[config.mk]
export PLATFORM = sky130hd
export DESIGN_NAME = vga_rect_fill
export DESIGN_NICKNAME = d
export VERILOG_FILES = /design/src/rtl/vga_rect_fill.sv
export SDC_FILE = /design/constraint.sdc
export NUM_CORES = 1
export LEC_CHECK = 0
export ABC_AREA = 1
export ABC_CLOCK_PERIOD_IN_PS = 1900
export BUFFER_PORTS_ARGS = -buffer_cell sky130_fd_sc_hd__buf_4
export CAP_MARGIN = 5
export CORE_AREA = 2 2 115 117
export CTS_BUF_LIST = sky130_fd_sc_hd__clkbuf_2
export DETAILED_ROUTE_END_ITERATION = 16
export DIE_AREA = 0 0 117 119
export GPL_TIMING_DRIVEN = 1
export PLACE_DENSITY = 0.75
export SLEW_MARGIN = 20
export SYNTH_ARGS = -nofsm -noshare
export SYNTH_HDL_FRONTEND = slang
export SYNTH_SLANG_ARGS = --single-unit
export TNS_END_PERCENT = 5
[constraint.sdc]
create_clock -name clk -period 1.9 [get_ports clk]
set_input_delay 0.095 -clock clk [delete_from_list [all_inputs] [get_ports clk]]
set_output_delay 0.095 -clock clk [all_outputs]
set_load 0.02 [all_outputs]
[src/rtl/vga_rect_fill.sv]
// vga_rect_fill: rectangle fill engine in front of the VGA framebuffer.
// It accepts one rectangle command at a time, clips the rectangle to the
// display, and then writes one pixel per cycle in row-major order.
// Optional feature macro: VGA_RECT_OUTLINE_EN adds the cmd_outline_i input.
// When that input is 1, the engine draws only the border of the rectangle.
//
// state | meaning
// IDLE  | ready for a command; cmd_ready_o high
// CLIP  | order the corners and clip them to the display; check for off-screen
// FILL  | one framebuffer write per cycle at (addr_x_o, addr_y_o)
// DONE  | one-cycle done_o pulse, then return to IDLE
module vga_rect_fill #(
  parameter int HD         = 1280,
  parameter int VD         = 1024,
  parameter int COORD_BITS = 11
) (
  input  logic                  clk,
  input  logic                  rst,
  input  logic                  cmd_valid_i,
  output logic                  cmd_ready_o,
  input  logic [COORD_BITS-1:0] cmd_x0_i,
  input  logic [COORD_BITS-1:0] cmd_y0_i,
  input  logic [COORD_BITS-1:0] cmd_x1_i,
  input  logic [COORD_BITS-1:0] cmd_y1_i,
  input  logic [1:0]            cmd_color_i,
`ifdef VGA_RECT_OUTLINE_EN
  input  logic                  cmd_outline_i,
`endif
  output logic                  we_o,
  output logic [COORD_BITS-1:0] addr_x_o,
  output logic [COORD_BITS-1:0] addr_y_o,
  output logic [1:0]            color_o,
  output logic                  busy_o,
  output logic                  done_o
);

  localparam logic [COORD_BITS-1:0] HD_M1 = COORD_BITS'(HD - 1);
  localparam logic [COORD_BITS-1:0] VD_M1 = COORD_BITS'(VD - 1);
  localparam logic [COORD_BITS-1:0] ONE   = COORD_BITS'(1);

  typedef enum logic [1:0] {
    IDLE = 2'd0,
    CLIP = 2'd1,
    FILL = 2'd2,
    DONE = 2'd3
  } state_t;

  state_t state;

  logic [COORD_BITS-1:0] x0_q, y0_q, x1_q, y1_q;
  logic [1:0]            color_q;
  logic [COORD_BITS-1:0] xs_q, xe_q, ys_q, ye_q;

  logic [COORD_BITS-1:0] xs_c, xe_c, ys_c, ye_c, xmax_c, ymax_c;
  logic                  off_c;
  logic [COORD_BITS-1:0] nx_c, ny_c;
  logic                  last_c;
  logic                  skip_c;

`ifdef VGA_RECT_OUTLINE_EN
  logic outline_q;

  // On an interior row of an outline, jump from the left edge straight to the right edge.
  assign skip_c = outline_q && (addr_y_o != ys_q) && (addr_y_o != ye_q) &&
                  (addr_x_o == xs_q) && (xs_q != xe_q);
`else
  assign skip_c = 1'b0;
`endif

  // Order the latched corners and clip the far corner to the display edges.
  always_comb begin
    xs_c   = (x0_q < x1_q) ? x0_q : x1_q;
    xmax_c = (x0_q < x1_q) ? x1_q : x0_q;
    ys_c   = (y0_q < y1_q) ? y0_q : y1_q;
    ymax_c = (y0_q < y1_q) ? y1_q : y0_q;
    off_c  = (xs_c > HD_M1) || (ys_c > VD_M1);
    xe_c   = (xmax_c > HD_M1) ? HD_M1 : xmax_c;
    ye_c   = (ymax_c > VD_M1) ? VD_M1 : ymax_c;
  end

  // Compute the next raster position and detect the final pixel of the rectangle.
  always_comb begin
    nx_c   = addr_x_o;
    ny_c   = addr_y_o;
    last_c = (addr_x_o == xe_q) && (addr_y_o == ye_q);
    if (skip_c) begin
      nx_c = xe_q;
    end else if (addr_x_o < xe_q) begin
      nx_c = addr_x_o + ONE;
    end else begin
      nx_c = xs_q;
      ny_c = addr_y_o + ONE;
    end
  end

  // Sequencing FSM; every output is registered and follows the state it belongs to.
  always_ff @(posedge clk) begin
    if (rst) begin
      state       <= IDLE;
      cmd_ready_o <= 1'b1;
      busy_o      <= 1'b0;
      done_o      <= 1'b0;
      we_o        <= 1'b0;
      addr_x_o    <= '0;
      addr_y_o    <= '0;
      color_o     <= 2'd0;
      x0_q        <= '0;
      y0_q        <= '0;
      x1_q        <= '0;
      y1_q        <= '0;
      color_q     <= 2'd0;
      xs_q        <= '0;
      xe_q        <= '0;
      ys_q        <= '0;
      ye_q        <= '0;
`ifdef VGA_RECT_OUTLINE_EN
      outline_q   <= 1'b0;
`endif
    end else begin
      case (state)
        IDLE: begin
          if (cmd_valid_i && cmd_ready_o) begin
            x0_q        <= cmd_x0_i;
            y0_q        <= cmd_y0_i;
            x1_q        <= cmd_x1_i;
            y1_q        <= cmd_y1_i;
            color_q     <= cmd_color_i;
`ifdef VGA_RECT_OUTLINE_EN
            outline_q   <= cmd_outline_i;
`endif
            cmd_ready_o <= 1'b0;
            busy_o      <= 1'b1;
            state       <= CLIP;
          end
        end
        CLIP: begin
          xs_q    <= xs_c;
          xe_q    <= xe_c;
          ys_q    <= ys_c;
          ye_q    <= ye_c;
          color_o <= color_q;
          if (off_c) begin
            done_o <= 1'b1;
            state  <= DONE;
          end else begin
            we_o     <= 1'b1;
            addr_x_o <= xs_c;
            addr_y_o <= ys_c;
            state    <= FILL;
          end
        end
        FILL: begin
          if (last_c) begin
            we_o   <= 1'b0;
            done_o <= 1'b1;
            state  <= DONE;
          end else begin
            addr_x_o <= nx_c;
            addr_y_o <= ny_c;
          end
        end
        DONE: begin
          done_o      <= 1'b0;
          busy_o      <= 1'b0;
          cmd_ready_o <= 1'b1;
          state       <= IDLE;
        end
        default: state <= IDLE;
      endcase
    end
  end

endmodule

Word-level counts from Yosys, hierarchy flattened:

Index checks and enable logic that the tools add are counted.
W data, S select, Z words.

* output and inout port bits: 28
* word-level logic and storage cells: 78
* flip-flop bits (word level): 109
* input port bits: 49

* equality and inequality tests: 11
* mux-type cells: 28
* add/subtract/negate cells: 2
* reductions and logical operators: 14
* magnitude comparators: 7

Operators with widths (count)
* $mux W11: 12
* $pmux W11 S2: 2
* $lt A11 B11 Y1: 3
* $add A11 B1 Y11 const B: 2
* $eq A11 B11 Y1: 2
* $gt A11 B10 Y1 const B: 2
* $gt A11 B11 Y1 const B: 2
* $ne A2 B2 Y1 const B: 6
* $reduce_and A3 Y1: 3
* $pmux W2 S4: 1
* $mux W1: 7
* $pmux W1 S2: 3
* $reduce_and A2 Y1: 3
* $eq A2 B2 Y1 const B: 2
* $mux W2: 2
* $reduce_and A4 Y1: 1
* $reduce_bool A2 Y1: 2
* $pmux W1 S3: 1
* $reduce_bool A3 Y1: 1
* $eq A2 B1 Y1 const B: 1
* $logic_and A1 B1 Y1: 2
* $logic_not A2 Y1: 1
* $logic_or A1 B1 Y1: 1

Logic depth before layout (Yosys ltp):

* depth in word-level cells: 6
* mapped depth: 19
* depth with buffers taken out: 18

Worst setup path before layout:

OpenSTA, ideal clock, no wires.

* path kind: reg2reg
* start point: reg addr_x_o[6]
* end point: reg addr_x_o[10]
* required time: 1.784 ns
* buffers on the path: 1
* stages on the path, launching flop included: 12
* arrival: 1.935 ns
* setup time: 0.116 ns
* path slack: -0.151 ns
* clock period less this slack: 2.051 ns
* path through: dfxtp_1 -> ha_1 -> a21oi_1 -> o21ai_0 -> nand2_1 -> and2_1 -> nand2_2 -> buf_2 -> o21ai_0 -> nand2_1 -> o21ai_0 -> nor2_1

* cells in the longest elaborated chain, start to end: 4

RTL lines
* start: declaration: line 30 `output logic [COORD_BITS-1:0] addr_x_o,`
* start signal: assignment: line 147 `addr_x_o <= xs_c;`
* start signal: assignment: line 158 `addr_x_o <= nx_c;`
* $add A11 B1 Y11, or another cell as far along: line 89 `nx_c = addr_x_o + ONE;`
* $mux W11 or $logic_and A1 B1 Y1 (tied branches): line 88, 85
* $mux W11 or $ne A2 B2 Y1 (tied branches)
* $pmux W11 S2 or $reduce_and A3 Y1 (tied branches)

Several ways; a longest one is shown, not always the timed one. The select of a mux whose other input is x is not followed.
A chain may end at the register's enable or synchronous reset.

Worst setup path in the final report:

* start point: reg x1_q[10]
* end point: reg addr_y_o[6]

* cells in the longest elaborated chain, start to end: 6

RTL lines
* start: declaration: line 50 `logic [COORD_BITS-1:0] x0_q, y0_q, x1_q, y1_q;`
* start signal: assignment: line 125 `x1_q <= cmd_x1_i;`
* $lt A11 B11 Y1: line 72 `xs_c = (x0_q < x1_q) ? x0_q : x1_q;`
* $mux W11 (*): line 72
* $gt A11 B11 Y1 (*): line 76 `off_c = (xs_c > HD_M1) || (ys_c > VD_M1);`
* $logic_or A1 B1 Y1 (*): line 76
* $ne A2 B2 Y1 (no line) (*)
* $reduce_and A4 Y1 (no line) (*)
* end signal: assignment: line 148 `addr_y_o <= ys_c;`
* end signal: assignment: line 159 `addr_y_o <= ny_c;`
* end: declaration: line 31 `output logic [COORD_BITS-1:0] addr_y_o,`

Mark *: on every way between the ends. The rest lies on a longest branch, timed or not.

==> results by group <==
Outcome
  • Run status: complete, but fails checks
  • Failing checks: setup timing

Drt
  • # DRC: 0
  • WL per Instance: approximately 14 um
  • Vias post-DR: between 6000 and 7000
  • Via density: 5.02
  • Routed Wire Length: around 17 mm
  • Starting DRT DRC Count: 330
  • Antenna viol nets, final: 0
  • DR pass1 iterations: 6

Floorplan
  • Die X: between 100 and 150 um
  • Die area: ~14000 um^2
  • Chip height: approximately 120 um
  • Top Ports: 77
  • Row cnt: 42
  • Core area: around 13000 um^2
  • Starting Density: between 40% and 50%

Setup path
  • Critical Path AT: between 2 and 3 ns
  • Crit path cell chain: inv_2 > ha_4 > nand2_4 > inv_2 > nand2_2 > nor2_2 > nand2_2 > nand3_4 > nand2_1 > nand2_1 > nand2_1 > nand2_2 > nand3_4 > nand2_8 > nand2_4 > nand2_2 > nand2_1 > nor2_1
  • Critical Path Sink Type: register
  • Setup CP Type: register to register
  • CP required: around 2.5 ns
  • R2R cell count: 18
  • CP Buf/Inv Count: 2
  • Kind of cell adding the most delay to the critical path: simple AND/OR/NAND/NOR gates
  • WP depth: 18
  • Max incr delay on CP: 0.40 ns
  • Flop-to-flop setup slack: -0.17 ns
  • CP Launch Type: register
  • Worst Path Max Fanout: 8
  • Slowest stage cell, crit path: dfxtp_2

Clocking
  • CTS sink cnt: ~110
  • CTS Buffer Depth: 2
  • Clk root buf: clkbuf_2
  • CTS tree: built
  • Num CTS Buffers: 9
  • Reg clk slew, reported paths: 0.29 ns
  • Worst-Skew Late Latency: 0.61 ns
  • Number of H-tree levels: 3

STA
  • Slew headroom: about three quarters
  • Fmax: 483 MHz
  • Hold slack: 0.225 ns
  • Final Hold Vio Count: 0
  • Worst-Margin Slew: about 0.4 ns
  • Clock Skew: approximately 0.027 ns
  • Finish-stage setup viols: 48
  • Max-slew violation count: 0
  • Unrepaired setup endpoints after global routing: yes
  • Tcrit/Tclk final: 109%
  • Final worst path period need: 2.07 ns
  • Setup ws final: -0.170 ns

Global routing
  • Remaining global-route overflow: 0
  • Initial antenna violation count: 1
  • Largest net degree at the start of global routing: 85
  • Total GRT Usage: about 25%
  • First-pass GRT wire length: roughly 27 mm
  • Vias in the first global route: around 6000

Logic synthesis
  • Yosys cell types: 39
  • Syn nets: about 980
  • Number of synthesized flops with an enable pin: 0
  • Synth Flop Type: dfxtp_1
  • Mapped Avg Cell Area: 6.92 um^2
  • Sequential share of the synthesized area: 35.4%
  • FFs w/ async S/R, synth: 0%
  • Post-Syn Instances: roughly 900
  • Synth warnings: 0
  • Post-Syn Area: 6160 um^2
  • Synthesis-stage register bit count: 109

Power
  • VDD IR-drop max: 0.957 mV
  • LEAKAGE: just under 0.004 uW
  • Total power draw: roughly 15000 uW
  • Power Dens Cells: 1790 nW/um^2

Placed design
  • Final GP Congestion: 0.912
  • Placed insts: between 1000 and 1500
  • Post-DP HPWL: 12.0 mm
  • Port Buffers: 76

Final layout
  • Commonest non-fill, non-tap cell in the layout: buf_4
  • Most frequent cells in the layout: 172 x buf_4, 146 x nand2_1, 104 x a21oi_1
  • Layout Cells excl Fill: around 1300
  • Area Growth Syn to Fin: 38.3%
  • Final #Nets: 1175
  • Layout cells sized above 1: 27.4%

Min path
  • Worst Hold Depth: 4
  • Worst min path class: primary input to register

Job
  • Max-cap violation count: 0
path summary, 6_finish.rpt:
path / to / startpoint
worst max-delay path: addr_y_o[6]$_SDFFE_PP0P_ / x1_q[10]$_SDFFE_PP0P_
worst min-delay path: y0_q[4]$_SDFFE_PP0P_ / cmd_y0_i[4]
worst max register to register: addr_y_o[6]$_SDFFE_PP0P_ / x1_q[10]$_SDFFE_PP0P_
worst min register to register: color_o[1]$_SDFFE_PP0N_ / color_q[1]$_SDFFE_PP0P_
logic make-up after synthesis:
| family | Yosys count | share of synthesized area [%] |
|---|---|---|
| AND/OR/NAND/NOR | 300 | 21.0 |
| AO/OA/AOI/OAI | 268 | 23.0 |
| buffers and inverters | 159 | 10.5 |
| flip-flops | 109 | 35.4 |
| adder cells (fa/ha/maj) | 37 | 7.51 |
| XOR/XNOR | 18 | 2.56 |
per-layer routing:
metal  wire length [um]  GRT usage (%)
met1               8360           36.2
met2               7630           37.8
met3               1020           2.75
met4                276           7.65
met5                  0              0
power by group:
part,switching [uW],internal (uW)
clock,779,183
sequential,491,3090
combinational,6120,4560
registers in the layout, summed over array words and instances (netlist names):
register / count
addr_x_o: 11
addr_y_o: 11
busy_o: 1
cmd_ready_o: 1
color_o: 2
color_q: 2
done_o: 1
state: 2
we_o: 1
x0_q: 11
x1_q: 11
xe_q: 11
xs_q: 11
y0_q: 11
y1_q: 11
ye_q: 11
worst min-delay path: cells and delay by family:
kind | cells | cell delay, ns
buf+inv | 2 | 0.62
simple gates | 2 | 0.11
through the flow:
step / cell area, um^2 / setup slack, ns / TNS [ns] / util [%]
5_1_grt: 8520 / -0.341 / -12.44 / 66.2
3_5_place_dp: 7640 / -0.209 / -5.25 / 59.3
6_report: 8520 / -0.170 / -4.28 / 66.2
2_1_floorplan: 6250 / -0.0290 / -0.380 / -
3_3_place_gp: 7640 / -0.149 / -3.07 / 59.3
4_1_cts: 8330 / -0.173 / -4.53 / 64.7
synth_stat cells (2+ instances only):
cell,number,share of area [%]
nand2_2,9,0.91
nor2_1,81,4.9
a211oi_1,11,1.3
nor2_4,2,0.37
o211ai_1,10,1.2
xnor2_1,11,1.6
o32ai_1,2,0.28
a21oi_1,114,9.3
inv_2,2,0.12
buf_1,3,0.18
a31oi_1,2,0.20
xor2_1,7,0.99
o21ai_1,10,0.81
nor3_1,5,0.41
o21ai_2,2,0.28
nand4_1,8,0.81
buf_2,7,0.57
o21ai_0,114,9.3
nand3_4,2,0.57
buf_6,5,0.91
nand3_1,30,2.4
ha_1,37,7.5
nand2_4,2,0.37
inv_1,111,6.8
clkbuf_1,29,1.8
dfxtp_1,109,35
nand2_1,154,9.4
cell type report:
cell class | count | area, um^2
antenna | 1 | 2.50
clock buffer | 12 | 60.1
clock inverter | 3 | 23.8
fill | 1105 | 4350
inverter | 114 | 430
multi-input combinational | 624 | 3640
sequential | 109 | 2210
tap | 176 | 220
timing repair buffer | 231 | 1940
what timing repair did:
item                                    CTS  global route
endpoints found under the setup margin   51            56
setup buffers                             5             1
gates cloned                              1             1
hold buffers                             48             0
endpoints found under the hold margin    72             0
pin swaps                                 4            10
resized for setup                        23            50
Power figures use the tool's default switching activity.
